$ cat src/rtl/bp_me_pkg.sv
// ----------------------------------------------------------------------------
// bp_me_pkg
// Shared definitions for the BedRock memory-side wormhole encoder and decoder.
//   bp_me_wh_encode_state_e  : encoder FSM state encoding
//   wh_cnt_width_gp          : width of flit/beat counters (covers 1024 beats)
//   cdiv()                   : ceiling division for elaboration-time sizing
//   `BP_ME_WH_HEADER_WIDTH   : wormhole header width in bits,
//                              2*cord + 2*cid + len + hdr
// ----------------------------------------------------------------------------
`ifndef BP_ME_PKG_SV
`define BP_ME_PKG_SV

`define BP_ME_WH_HEADER_WIDTH(cord_w, cid_w, len_w, hdr_w) \
    (2*(cord_w) + 2*(cid_w) + (len_w) + (hdr_w))

package bp_me_pkg;

    typedef enum logic [1:0] {
        e_ready = 2'd0,
        e_hdr   = 2'd1,
        e_data  = 2'd2
    } bp_me_wh_encode_state_e;

    localparam int unsigned wh_cnt_width_gp = 16;

    function automatic int unsigned cdiv(input int unsigned a, input int unsigned b);
        return (a + b - 1) / b;
    endfunction

endpackage

`endif

$ cat src/rtl/bp_me_wormhole_len_calc.sv
// ----------------------------------------------------------------------------
// bp_me_wormhole_len_calc
// Combinational packet length calculator for wormhole encoders.
// Maps a BedRock size code and has-data flag to the number of data flits,
// the wormhole len field (flits after the first, truncated) and an overflow
// flag for the untruncated len.
//   size_i      : payload size code, bytes = 1 << size_i
//   has_data_i  : packet carries payload beats
//   beats_o     : data flit count (0 when no data, else at least 1)
//   len_o       : hdr_flits_p + beats_o - 1, truncated to len_width_p
//   overflow_o  : untruncated len does not fit in len_width_p
// Macro BP_ME_WORMHOLE_STREAM_ENCODE_LEN_CHECK_EN builds the overflow compare;
// without it overflow_o is constant 0.
// ----------------------------------------------------------------------------
module bp_me_wormhole_len_calc
    import bp_me_pkg::*;
#(
    parameter int unsigned flit_width_p = 64,
    parameter int unsigned len_width_p  = 5,
    parameter int unsigned hdr_flits_p  = 2
)
(
    input  logic [2:0]                 size_i,
    input  logic                       has_data_i,
    output logic [wh_cnt_width_gp-1:0] beats_o,
    output logic [len_width_p-1:0]     len_o,
    output logic                       overflow_o
);

    logic [31:0]                w_bits;
    logic [wh_cnt_width_gp-1:0] w_beats;

    always_comb begin
        w_bits  = 32'd8 << size_i;
        w_beats = '0;
        if (has_data_i) begin
            w_beats = wh_cnt_width_gp'((w_bits + 32'(flit_width_p) - 32'd1) / 32'(flit_width_p));
            // a payload always occupies at least one beat
            if (w_beats == '0) begin
                w_beats = wh_cnt_width_gp'(1);
            end
        end
    end

    assign beats_o = w_beats;
    assign len_o   = len_width_p'(32'(hdr_flits_p) + 32'(w_beats) - 32'd1);

`ifdef BP_ME_WORMHOLE_STREAM_ENCODE_LEN_CHECK_EN
    logic [31:0] w_len_full;
    assign w_len_full = 32'(hdr_flits_p) + 32'(w_beats) - 32'd1;
    assign overflow_o = (w_len_full > ((32'd1 << len_width_p) - 32'd1));
`else
    assign overflow_o = 1'b0;
`endif

endmodule

$ cat src/rtl/bp_me_wormhole_stream_encode.sv
// ----------------------------------------------------------------------------
// bp_me_wormhole_stream_encode
// Sequential wormhole packet encoder. Accepts a BedRock header plus an
// optional stream of data beats, prepends the wormhole routing header and
// serialises the packet onto one ready/valid flit link.
//
// Wormhole header, dst_cord at the LSBs, zero-padded to whole flits:
//   {header, dst_cid, src_cid, src_cord, len, dst_cord}
//
// Ports
//   clk_i, reset_n_i          : clock, async active-low reset
//   header_i .. dst_cid_i     : message header and routing fields
//   header_v_i / header_ready_and_o : header handshake
//   data_i, data_v_i / data_ready_and_o : payload beats (pass-through)
//   link_data_o, link_v_o / link_ready_and_i : output flit link
//   len_err_o                 : sticky len overflow flag
//
// Optional feature: BP_ME_WORMHOLE_STREAM_ENCODE_LEN_CHECK_EN enables the
// sticky len overflow flag; otherwise len_err_o is constant 0.
//
// state   | meaning
// --------+---------------------------------------------------------------
// e_ready | idle, header accepted; link idle
// e_hdr   | sending latched header flits, LSB flit first
// e_data  | data beats pass straight from source to link
// ----------------------------------------------------------------------------
module bp_me_wormhole_stream_encode
    import bp_me_pkg::*;
#(
    parameter int unsigned flit_width_p = 64,
    parameter int unsigned cord_width_p = 7,
    parameter int unsigned cid_width_p  = 2,
    parameter int unsigned len_width_p  = 5,
    parameter int unsigned hdr_width_p  = 104
)
(
    input  logic                    clk_i,
    input  logic                    reset_n_i,

    input  logic [hdr_width_p-1:0]  header_i,
    input  logic [2:0]              size_i,
    input  logic                    has_data_i,
    input  logic [cord_width_p-1:0] src_cord_i,
    input  logic [cord_width_p-1:0] dst_cord_i,
    input  logic [cid_width_p-1:0]  src_cid_i,
    input  logic [cid_width_p-1:0]  dst_cid_i,
    input  logic                    header_v_i,
    output logic                    header_ready_and_o,

    input  logic [flit_width_p-1:0] data_i,
    input  logic                    data_v_i,
    output logic                    data_ready_and_o,

    output logic [flit_width_p-1:0] link_data_o,
    output logic                    link_v_o,
    input  logic                    link_ready_and_i,

    output logic                    len_err_o
);

    localparam int unsigned wh_width_lp =
        `BP_ME_WH_HEADER_WIDTH(cord_width_p, cid_width_p, len_width_p, hdr_width_p);
    localparam int unsigned hdr_flits_lp     = cdiv(wh_width_lp, flit_width_p);
    localparam int unsigned pad_width_lp     = hdr_flits_lp * flit_width_p;
    localparam int unsigned hdr_idx_width_lp = (hdr_flits_lp > 1) ? $clog2(hdr_flits_lp) : 1;

    localparam logic [wh_cnt_width_gp-1:0] cnt_one_lp      = wh_cnt_width_gp'(1);
    localparam logic [wh_cnt_width_gp-1:0] hdr_last_cnt_lp = wh_cnt_width_gp'(hdr_flits_lp - 1);

    logic [wh_cnt_width_gp-1:0]                w_beats;
    logic [len_width_p-1:0]                    w_len;
    logic                                      w_len_ovf;
    logic [wh_width_lp-1:0]                    w_wh_hdr;
    logic [hdr_flits_lp-1:0][flit_width_p-1:0] w_hdr_padded;
    logic [hdr_idx_width_lp-1:0]               w_hdr_idx;
    logic                                      w_hdr_last;
    logic                                      w_data_last;

    bp_me_wh_encode_state_e                    r_state;
    logic [wh_cnt_width_gp-1:0]                r_cnt;
    logic [wh_cnt_width_gp-1:0]                r_beats;
    logic                                      r_has_data;
    logic [hdr_flits_lp-1:0][flit_width_p-1:0] r_hdr;

    bp_me_wormhole_len_calc #(
        .flit_width_p (flit_width_p),
        .len_width_p  (len_width_p),
        .hdr_flits_p  (hdr_flits_lp)
    ) u_len_calc (
        .size_i     (size_i),
        .has_data_i (has_data_i),
        .beats_o    (w_beats),
        .len_o      (w_len),
        .overflow_o (w_len_ovf)
    );

    assign w_wh_hdr     = {header_i, dst_cid_i, src_cid_i, src_cord_i, w_len, dst_cord_i};
    assign w_hdr_padded = pad_width_lp'(w_wh_hdr);

    assign w_hdr_idx   = r_cnt[hdr_idx_width_lp-1:0];
    assign w_hdr_last  = (r_cnt == hdr_last_cnt_lp);
    assign w_data_last = (r_cnt == (r_beats - cnt_one_lp));

    // Outputs decode only from registered state, so an async reset
    // drops link_v_o and data_ready_and_o immediately.
    always_comb begin
        header_ready_and_o = 1'b0;
        data_ready_and_o   = 1'b0;
        link_v_o           = 1'b0;
        link_data_o        = '0;
        unique case (r_state)
            e_ready: begin
                header_ready_and_o = 1'b1;
            end
            e_hdr: begin
                link_v_o    = 1'b1;
                link_data_o = r_hdr[w_hdr_idx];
            end
            e_data: begin
                link_v_o         = data_v_i;
                data_ready_and_o = link_ready_and_i;
                link_data_o      = data_i;
            end
            default: begin
            end
        endcase
    end

    always_ff @(posedge clk_i or negedge reset_n_i) begin
        if (!reset_n_i) begin
            r_state    <= e_ready;
            r_cnt      <= '0;
            r_beats    <= '0;
            r_has_data <= 1'b0;
            r_hdr      <= '0;
        end else begin
            unique case (r_state)
                e_ready: begin
                    if (header_v_i) begin
                        r_hdr      <= w_hdr_padded;
                        r_beats    <= w_beats;
                        r_has_data <= has_data_i;
                        r_cnt      <= '0;
                        r_state    <= e_hdr;
                    end
                end
                e_hdr: begin
                    if (link_ready_and_i) begin
                        if (w_hdr_last) begin
                            r_cnt   <= '0;
                            r_state <= r_has_data ? e_data : e_ready;
                        end else begin
                            r_cnt <= r_cnt + cnt_one_lp;
                        end
                    end
                end
                e_data: begin
                    if (data_v_i && link_ready_and_i) begin
                        if (w_data_last) begin
                            r_cnt   <= '0;
                            r_state <= e_ready;
                        end else begin
                            r_cnt <= r_cnt + cnt_one_lp;
                        end
                    end
                end
                default: begin
                    r_state <= e_ready;
                end
            endcase
        end
    end

`ifdef BP_ME_WORMHOLE_STREAM_ENCODE_LEN_CHECK_EN
    logic r_len_err;

    always_ff @(posedge clk_i or negedge reset_n_i) begin
        if (!reset_n_i) begin
            r_len_err <= 1'b0;
        end else if ((r_state == e_ready) && header_v_i && w_len_ovf) begin
            r_len_err <= 1'b1;
        end
    end

    assign len_err_o = r_len_err;
`else
    // overflow is constant 0 when the check is not built
    assign len_err_o = w_len_ovf;
`endif

endmodule

$ cat config.mk
export PLATFORM = sky130hd
export DESIGN_NAME = bp_me_wormhole_stream_encode
export DESIGN_NICKNAME = d
export VERILOG_FILES = /design/src/rtl/bp_me_pkg.sv /design/src/rtl/bp_me_wormhole_len_calc.sv /design/src/rtl/bp_me_wormhole_stream_encode.sv
export SDC_FILE = /design/constraint.sdc
export NUM_CORES = 1
export LEC_CHECK = 0
export ABC_CLOCK_PERIOD_IN_PS = 5800
export BUFFER_PORTS_ARGS = -buffer_cell sky130_fd_sc_hd__clkbuf_2
export CORE_MARGIN = 1.5
export CORE_UTILIZATION = 39
export DETAILED_ROUTE_END_ITERATION = 8
export SYNTH_ARGS = -nofsm -noshare
export SYNTH_HDL_FRONTEND = slang
export SYNTH_HIERARCHICAL = 1
export SYNTH_SLANG_ARGS = --single-unit
$ cat constraint.sdc
create_clock -name clk_i -period 5.8 [get_ports clk_i]
set_input_delay 0.87 -clock clk_i [delete_from_list [all_inputs] [get_ports clk_i]]
set_output_delay 0.87 -clock clk_i [all_outputs]
set_load 0.02 [all_outputs]
==> flow_summary.json <==
{
  "status": "complete, no violations",
  "cts_root_buf": "clkbuf_16",
  "ys_seq_area_share_pct": 45.6,
  "tightest_slew_ns": 0.994,
  "async_flop_share_pct": 100,
  "p_int_w": 0.00348,
  "initialDrtViolationCount": 354,
  "cts_tree": "yes",
  "cts_buffers": 17,
  "hold_buffers": 0,
  "drc": 0,
  "holdCritPathClass": "primary input to asynchronous set/reset pin",
  "grt_usage_pct": 19.6,
  "crit_required_ns": 4.93,
  "syn_area_per_cell_um2": 10.8,
  "final_area_mm2": 0.0109,
  "critPathSlowestCell": "buf_4",
  "tns_ns": 0,
  "fmax_mhz": 272,
  "finalPower_w": 0.00563,
  "area_growth_pct": 22.9,
  "final_nets": 1256,
  "start_util_pct": 39.5,
  "min_period_ns": 3.68,
  "hold_viol_final": 0,
  "post_cts_resized": 0,
  "finalSetupViolCount": 0,
  "clock_latency_ns": 0.42,
  "yosysWarnings": 6,
  "viasPerCell": 5.04,
  "p_per_area_mw_per_mm2": 515,
  "htree_levels": 4,
  "critical_path.max_stage_delay_ns": 0.77,
  "ant_nets": 0,
  "comb_power_share_pct": 45.0,
  "p_clk_share_pct": 19.9,
  "rows": 55,
  "power.switching_w": 0.00215,
  "ys_ff_latch": 162,
  "power.leakage_nw": 5.05,
  "arrival_ns": 2.81,
  "fp.dieH_um": 154,
  "grt_pass1_wl_um": 36300,
  "cts.path.max_buffers": 2,
  "grt_start_max_net_pins": 72,
  "die_area_mm2": 0.0237,
  "cap_violations": 0,
  "wl_per_cell_um": 16.8,
  "ios": 263,
  "chipWidth_um": 154,
  "ys_types": 51,
  "crit_path_start_kind": "flop",
  "skew_ns": 0.00815,
  "whs_ns": 0.479,
  "hpwl_um": 16400,
  "core_mm2": 0.0225,
  "cp_max_fo": 49,
  "portBuffers": 261,
  "post_cts_buffers": 0,
  "relSlewSlack_pct": 33.8,
  "rsz0062_at_grt": "no",
  "cp_cell_sequence": "buf_4 > mux2i_1 > o21ai_0 > and2_1 > clkbuf_2",
  "worst_setup_path_end_kind": "primary output",
  "layout-drive-gt1-share_pct": 42.8,
  "synthFlopType": "dfrtp_1",
  "placed_area_mm2": 0.0103,
  "power_frac_seq_pct": 35.1,
  "cts.sinks": 162,
  "stdcell_count": 1351,
  "slew_viol_final": 0,
  "netlist_area_mm2": 0.00889,
  "switching_share_pct": 38.1,
  "synthCells": 823,
  "grt_pass1_vias": 6903,
  "period_share_pct": 63.4,
  "synth_edf_count": 0,
  "vdd_drop_max_v": 0.000221,
  "postRouteWirelength_um": 22600,
  "crit_type": "flop to primary output",
  "grt_overflow_total": 0,
  "path_clk_slew_ns": 0.07,
  "routabilityCongestion": 0.922,
  "vias": 6805,
  "firstDrtPassIters": 4,
  "antenna_found_initial": 2,
  "dp.cells": 1319
}
-- per-stage QoR --
| stage | utilization (%) | setup slack (ns) |
|---|---|---|
| 3_5_place_dp | 46.0 | 2.26 |
| 4_1_cts | 48.6 | 2.05 |
| 3_3_place_gp | 46.0 | 2.30 |
| 6_report | 48.6 | 2.12 |
| 2_1_floorplan | - | 2.85 |
| 5_1_grt | 48.6 | 1.95 |
-- flip-flops by register name, indices dropped and copies added (netlist names) --
register	cells
r_hdr	127
r_beats	16
r_cnt	16
r_state	2
r_has_data	1
-- worst paths after layout --
path,cells after the start,slack [ns],endpoint,startpoint
min,1,0.48,r_hdr[91],reset_n_i
min in group clk_i,1,0.50,r_hdr[24],r_hdr[24]
max,5,2.12,link_data_o[8],r_cnt[0]
max in group asynchronous,2,3.99,r_cnt[0],reset_n_i
max reg2reg,10,2.28,r_cnt[13],r_beats[0]
min reg2reg,1,0.50,r_hdr[24],r_hdr[24]
-- layout make-up --
class / count / area (um2)
fillers: 2154 / 11600
multi-input cells: 593 / 4530
flip-flops and latches: 162 / 4060
repair buffers: 267 / 1360
clock buffers: 20 / 457
well taps: 285 / 357
clock inverters: 11 / 130
inverters: 12 / 45.0
diodes: 1 / 2.50
-- cells in the final DEF (no fill, tap or decap), types with 6 or more instances in the layout --
cell type and n:
inv_1 11, nor3_1 10, o21ai_0 70, a21oi_1 13, mux2i_1 65, clkbuf_16 17, a22o_1 6, ha_1 6
nor4_1 7, mux2_2 145, and3_1 10, nand2_1 75, a31oi_1 8, nand3_1 9, dfrtp_1 161, xor2_1 8
xnor2_1 16, buf_4 6, nand2b_1 8, and2_1 65, nor2_1 18, clkbuf_2 260, conb_1 12
-- per-layer routing --
layer,vias to the layer above,global-route usage (%),part of all wire (%)
li1,3310,-,-
met1,3286,23.9,43
met2,187,33.4,49
met3,22,6.03,6.4
met4,0,5.92,1.8
met5,-,0,0
-- critical path: cells and delay by family (launching register included) --
kind            cells  cell delay [ns]
compound gates      1             0.14
mux                 1             0.45
buf+inv             2             0.92
simple gates        1             0.21
flops               1             0.65
-- cells by family after synthesis --
kind of cell    Yosys count  synth area share (%)
simple gates            227                  13.7
mux                     210                  25.7
flops                   162                  45.6
compound gates          112                  7.39
buf+inv                  79                  4.12
xor+xnor                 24                  2.36
fa+ha+maj                 8                  1.13
other cells               1                0.0422
-- cells in the mapped netlist (3+ instances only) --
| master | n | share of area, % |
|---|---|---|
| dfrtp_1 | 162 | 46 |
| nor3_1 | 10 | 0.56 |
| or2b_1 | 3 | 0.25 |
| a21oi_1 | 13 | 0.73 |
| o21ai_0 | 70 | 3.9 |
| nand3_1 | 9 | 0.51 |
| mux2i_1 | 65 | 7.3 |
| buf_4 | 12 | 1.0 |
| a31oi_1 | 8 | 0.56 |
| xor2_1 | 8 | 0.79 |
| buf_1 | 6 | 0.25 |
| inv_1 | 11 | 0.46 |
| or3_1 | 4 | 0.28 |
| xnor2_1 | 16 | 1.6 |
| ha_1 | 8 | 1.1 |
| nand4_1 | 3 | 0.21 |
| nand2b_1 | 8 | 0.56 |
| mux2_2 | 145 | 18 |
| and3_1 | 10 | 0.70 |
| nor4_1 | 7 | 0.49 |
| and2_1 | 65 | 4.6 |
| a22o_1 | 6 | 0.59 |
| clkbuf_1 | 44 | 1.9 |
| nand2_1 | 76 | 3.2 |
| nor2_1 | 18 | 0.76 |
| nor2b_1 | 3 | 0.21 |
| buf_6 | 3 | 0.38 |
-- power by group through the flow --
stage | registers (W) | clock network (W) | logic, W
2_1_floorplan | 0.00186 | 0 | 0.00199
3_3_place_gp | 0.00197 | 0 | 0.00254
3_5_place_dp | 0.00200 | 0 | 0.00257
4_1_cts | 0.00198 | 0.00115 | 0.00258
5_1_grt | 0.00205 | 0.00121 | 0.00280
6_report | 0.00198 | 0.00112 | 0.00253
Power figures use the tool's default switching activity.
